<file path="config.mk">
export PLATFORM = sky130hd
export DESIGN_NAME = lsu_v1
export DESIGN_NICKNAME = d
export VERILOG_FILES = /design/src/rtl/lsu_v1.sv
export SDC_FILE = /design/constraint.sdc
export NUM_CORES = 1
export LEC_CHECK = 0
export ABC_AREA = 1
export CORE_ASPECT_RATIO = 1.2
export CORE_UTILIZATION = 50
export CTS_CLUSTER_DIAMETER = 50
export DETAILED_ROUTE_END_ITERATION = 6
export GPL_TIMING_DRIVEN = 0
export HOLD_SLACK_MARGIN = 0.06
export PLACE_DENSITY = 0.86
export SLEW_MARGIN = 20
export SYNTH_ARGS = -nofsm -noshare
export SYNTH_HDL_FRONTEND = slang
export SYNTH_SLANG_ARGS = --single-unit
</file>
<file path="constraint.sdc">
create_clock -name clk -period 4.7 [get_ports clk]
set_input_delay 1.41 -clock clk [delete_from_list [all_inputs] [get_ports clk]]
set_output_delay 1.41 -clock clk [all_outputs]
set_load 0.02 [all_outputs]
</file>
<file path="src/rtl/lsu_v1.sv">
// lsu_v1: RV32 load/store unit that turns byte-addressed B/H/W accesses into word-wide memory
// transactions, using read-modify-write for sub-word stores. Optional macro: LSU_MISALIGN_ERR_EN.
module lsu_v1 #(
    parameter int unsigned addr_width = 10,
    parameter int unsigned data_width = 32,
    parameter int unsigned MEM_RD_LAT = 1
) (
    input  logic                  clk,
    input  logic                  rst,
    input  logic                  req_valid,
    output logic                  req_ready,
    input  logic                  req_we,
    input  logic [2:0]            req_funct3,
    input  logic [31:0]           req_addr,
    input  logic [31:0]           req_wdata,
    output logic                  rsp_valid,
    output logic [31:0]           rsp_rdata,
    output logic                  rsp_err,
    output logic [addr_width-1:0] mem_addr,
    output logic [data_width-1:0] mem_wdata,
    input  logic [data_width-1:0] mem_rdata,
    output logic                  mem_we
);

    typedef enum logic [1:0] {StIdle, StRead, StWrite, StDone} state_e;

    localparam logic [2:0] F3B  = 3'b000;
    localparam logic [2:0] F3H  = 3'b001;
    localparam logic [2:0] F3W  = 3'b010;
    localparam logic [2:0] F3Bu = 3'b100;
    localparam logic [2:0] F3Hu = 3'b101;

    state_e                state_q, state_d;
    logic [2:0]            cnt_q, cnt_d;
    logic                  we_q, we_d;
    logic [2:0]            funct3_q, funct3_d;
    logic [1:0]            lane_q, lane_d;
    logic [addr_width-1:0] mem_addr_q, mem_addr_d;
    logic [data_width-1:0] mem_wdata_q, mem_wdata_d;
    logic [31:0]           rsp_rdata_q, rsp_rdata_d;
    logic                  rsp_err_q, rsp_err_d;

    logic        funct3_ok;
    logic        range_err;
    logic        misalign;
    logic        req_err;
    logic [7:0]  rd_byte;
    logic [15:0] rd_half;
    logic [31:0] load_data;
    logic [31:0] store_word;

    always_comb begin
        funct3_ok = 1'b0;
        case (req_funct3)
            F3B, F3H, F3W: funct3_ok = 1'b1;
            F3Bu, F3Hu:    funct3_ok = !req_we;
            default:       funct3_ok = 1'b0;
        endcase
    end

    assign range_err = (req_addr >> (addr_width + 2)) != 32'd0;

`ifdef LSU_MISALIGN_ERR_EN
    assign misalign = ((req_funct3 == F3H || req_funct3 == F3Hu) && req_addr[0])
                    || (req_funct3 == F3W && req_addr[1:0] != 2'b00);
`else
    assign misalign = 1'b0;
`endif

    assign req_err = !funct3_ok || range_err || misalign;

    // Lane extraction from the word currently on the memory read port.
    always_comb begin
        rd_byte = mem_rdata[{lane_q, 3'b000} +: 8];
        rd_half = lane_q[1] ? mem_rdata[31:16] : mem_rdata[15:0];
        case (funct3_q)
            F3B:     load_data = {{24{rd_byte[7]}}, rd_byte};
            F3H:     load_data = {{16{rd_half[15]}}, rd_half};
            F3Bu:    load_data = {24'b0, rd_byte};
            F3Hu:    load_data = {16'b0, rd_half};
            default: load_data = mem_rdata;
        endcase
    end

    // Store data is parked in mem_wdata_q until the read word arrives for the merge.
    always_comb begin
        store_word = mem_rdata;
        if (funct3_q == F3B) begin
            store_word[{lane_q, 3'b000} +: 8] = mem_wdata_q[7:0];
        end else begin
            store_word[{lane_q[1], 4'b0000} +: 16] = mem_wdata_q[15:0];
        end
    end

    always_comb begin
        state_d     = state_q;
        cnt_d       = cnt_q;
        we_d        = we_q;
        funct3_d    = funct3_q;
        lane_d      = lane_q;
        mem_addr_d  = mem_addr_q;
        mem_wdata_d = mem_wdata_q;
        rsp_rdata_d = rsp_rdata_q;
        rsp_err_d   = rsp_err_q;
        unique case (state_q)
            StIdle: begin
                if (req_valid) begin
                    we_d        = req_we;
                    funct3_d    = req_funct3;
                    lane_d      = req_addr[1:0];
                    mem_addr_d  = req_addr[addr_width+1:2];
                    mem_wdata_d = req_wdata;
                    cnt_d       = 3'(MEM_RD_LAT);
                    if (req_err) begin
                        state_d     = StDone;
                        rsp_rdata_d = 32'd0;
                        rsp_err_d   = 1'b1;
                    end else if (req_we && req_funct3 == F3W) begin
                        state_d = StWrite;
                    end else begin
                        state_d = StRead;
                    end
                end
            end
            StRead: begin
                if (cnt_q == 3'd0) begin
                    if (we_q) begin
                        mem_wdata_d = store_word;
                        state_d     = StWrite;
                    end else begin
                        rsp_rdata_d = load_data;
                        rsp_err_d   = 1'b0;
                        state_d     = StDone;
                    end
                end else begin
                    cnt_d = cnt_q - 3'd1;
                end
            end
            StWrite: begin
                rsp_rdata_d = 32'd0;
                rsp_err_d   = 1'b0;
                state_d     = StDone;
            end
            StDone: begin
                state_d = StIdle;
            end
            default: begin
                state_d = StIdle;
            end
        endcase
    end

    always_ff @(posedge clk) begin
        if (rst) begin
            state_q     <= StIdle;
            cnt_q       <= 3'd0;
            we_q        <= 1'b0;
            funct3_q    <= 3'd0;
            lane_q      <= 2'd0;
            mem_addr_q  <= '0;
            mem_wdata_q <= '0;
            rsp_rdata_q <= 32'd0;
            rsp_err_q   <= 1'b0;
        end else begin
            state_q     <= state_d;
            cnt_q       <= cnt_d;
            we_q        <= we_d;
            funct3_q    <= funct3_d;
            lane_q      <= lane_d;
            mem_addr_q  <= mem_addr_d;
            mem_wdata_q <= mem_wdata_d;
            rsp_rdata_q <= rsp_rdata_d;
            rsp_err_q   <= rsp_err_d;
        end
    end

    assign req_ready = state_q == StIdle;
    assign rsp_valid = state_q == StDone;
    assign mem_we    = state_q == StWrite;
    assign mem_addr  = mem_addr_q;
    assign mem_wdata = mem_wdata_q;
    assign rsp_rdata = rsp_rdata_q;
    assign rsp_err   = rsp_err_q;

endmodule

</file>
==> impl_metrics.ini <==
[synth]
synth.distinct_cells = 33
synthCells = 888
syn-num-nets = 1002
yosysSeqAreaShare_pct = 31.5
ys_warn_count = 0
synth-seq-cells = 86
synth_area_per_cell_sq_um = 6.16
synth_area_sq_um = 5470

[clocking]
cts_setup_buffers = 0
cts.sinks = 86
root_buffer = clkbuf_16
cts_resized = 0
numCtsBuffers = 9
clock_path_buffers = 2
cts_tree = yes
clkSlewWorstSetupHoldPaths_ns = 0.07
holdBufCountCts = 0
clock_latency_ns = 0.35
h-tree-depth = 3

[drt]
vias = 6620
ant_nets = 0
routed_wl_microns = 19100
drtIter0Drc = 598
first_pass_iters = 5
drt-vias-per-instance = 5.46
route.detailed.drc = 0
wire_per_inst_microns = 15.8

[pwr]
seqPwrFrac_pct = 23.3
p_per_area_nw_per_um2 = 615
p_comb_share_pct = 60.9
p_switching_uw = 2260
p_leak_uw = 0.00343
clockPowerShare_pct = 15.8
ir_drop_v = 0.000340
swShare_pct = 47.5
internal_power_uw = 2500

[run]
maxCapViolations = 0

[timing]
slew_headroom_pct = 51.1
finClkSkew_ns = 0.00927
hold_ws_ns = 0.482
hold_violations = 0
period_share_pct = 67.2
final-setup-viol-count = 0
rsz0062_at_grt = no
setup_tns_ns = 0
fmax_ghz = 0.316
worst_pin_slew_ns = 0.733
min_period_ns = 3.16
slew_viol_final = 0

[critical_path]
worstSetupPathType = reg -> out
required_ns = 3.29
startpoint = state_q[0]$_SDFFE_PP0N_
r2r_start = lane_q[0]$_SDFFE_PP0P_
endpoint_kind = primary output
critPathMaxFanout = 6
crit_path_start_kind = flop
cp.arrival_ns = 1.75

[floorplanning]
dieArea_sq_um = 11400
initial_core_util_pct = 51.7
rows = 41
io_pins = 181
placeableCoreArea_sq_um = 10600
die_w_microns = 97.5
die_h_microns = 117

[worst_hold_path]
holdCritPathClass = reg -> reg
min_from = rsp_err$_SDFFE_PP0P_

[global_routing]
grt_usage_pct = 33.7
grt_pass1_wl_microns = 29900
grt_overflow = 0
grt_max_degree = 17
antenna_found_initial = 0
grt_pass1_vias = 6017

[finish]
stdcell_area_sq_um = 7730
syn2layout_area_growth_pct = 41.5
n_antenna_cell = 0
final_layout_size_suffix_gt1_share_pct = 5.81
fillers = 922
final_util_pct = 73.2
final_nets = 1193
fin_cells = 1213

[run_status]
status = completed

[placement]
hpwl_microns = 15100
place_congestion = 0.965
placedCellCount = 1197
placed_cell_area_sq_um = 7430
io_buffer_count = 180
## power groups by stage
stage | Combinational (uW) | Clock [uW] | Sequential (uW)
global route | 3210 | 779 | 1130
finish | 2900 | 750 | 1110
detailed placement | 2850 | 0 | 1120
global placement | 2820 | 0 | 1120
CTS | 2870 | 751 | 1100
floorplan | 1690 | 0 | 1320
## layout make-up
type | instances | area (sq um) | share of cell area [%]
buffer | 50 | 267 | 3.45
clock buffer | 9 | 225 | 2.91
clock inverter | 7 | 77.6 | 1.00
inverter | 101 | 382 | 4.94
multi-input combinational | 651 | 3100 | 40.0
sequential | 86 | 1720 | 22.3
tap | 129 | 161 | 2.09
timing repair buffer | 180 | 1800 | 23.3
## cells in the final DEF, fill, tap and decap left out, types with 3 or more instances in the layout
cell and n:
clkbuf_1 23, o21ai_1 3, nand2_2 5, nand2_1 227, inv_6 4, nand3_1 40
o211ai_1 22, inv_2 6, dfxtp_1 86, buf_4 5, buf_2 12, o21a_1 13
buf_1 4, inv_1 94, clkbuf_16 9, o21bai_1 8, nor2_1 137, o22ai_1 15
o21ai_0 80, buf_6 6, a21oi_1 67, clkdlybuf4s50_1 180, nand3b_1 6, ha_1 11
## cells in the mapped netlist
library cell  number  area [sq um]
a21oi_1           67           335
buf_6              6          67.6
nor2_2             2          12.5
o21ai_2            2          17.5
inv_2              6          22.5
buf_1              4          15.0
o21ai_0           80           400
nand4_1            1          6.26
buf_4              5          37.5
o21bai_1           8          60.1
dfxtp_1           86          1720
inv_1             94           353
a211oi_1           1          7.51
nor3_1             2          10.0
nand2_4            2          22.5
nor2_4             1          11.3
ha_1              11           138
o21ai_1            3          15.0
o22ai_1           15          93.8
a21oi_2            2          17.5
nand3_2            2          20.0
clkbuf_1          23          86.3
o21a_1            13          97.6
nand2_2            5          31.3
nand3_1           40           200
a21oi_4            1          16.3
a22oi_1            1          7.51
nor2_1           137           514
o211ai_1          22           165
nand3b_1           6          45.0
inv_4              1          6.26
nand2_1          227           852
buf_2             12          60.1
## metrics by stage
stage / power (uW) / worst slack [ns]
final: 4760 / 1.54
after global routing: 5130 / 1.46
after CTS: 4720 / 1.54
after detailed placement: 3970 / 1.27
after global placement: 3940 / 1.32
after floorplan: 3010 / 2.32
## critical path: stages (launching register included)
cell and delay (ns):
dfxtp_1 0.35, inv_1 0.09, ha_1 0.31, clkdlybuf4s50_1 0.66
## layer usage
metal  track usage [%]  vias up  wire, microns  part of all wire, %
met5                 0        -              0                    0
met4              20.2        0           1140                  6.0
met3              5.80       75           1580                  8.3
met2              56.8      357           8800                   46
met1              40.6     2947           7620                   40
li1                  -     3241              -                    -
## state kept, by name, summed over array words and instances, names as in the netlist
name / flops
mem_wdata: 32
rsp_rdata: 32
state_q: 2
funct3_q: 3
rsp_err: 1
mem_addr: 10
we_q: 1
lane_q: 2
cnt_q: 3
## cell families (layout without fill, tap and decap cells)
| family | Yosys count | count (layout) | synth area share (%) |
|---|---|---|---|
| buf+inv | 151 | 347 | 11.9 |
| compound gates | 215 | 215 | 22.6 |
| simple gates | 425 | 425 | 31.6 |
| flops | 86 | 86 | 31.5 |
| fa+ha+maj | 11 | 11 | 2.52 |
## final timing paths
path | end | slack, ns | depth (start not counted)
max | req_ready | 1.54 | 3
min | rsp_err$_SDFFE_PP0P_ | 0.48 | 2
max reg2reg | mem_wdata[12]$_SDFFE_PP0P_ | 2.37 | 11
min reg2reg | rsp_err$_SDFFE_PP0P_ | 0.48 | 2
(Power assumes the default switching activity.)
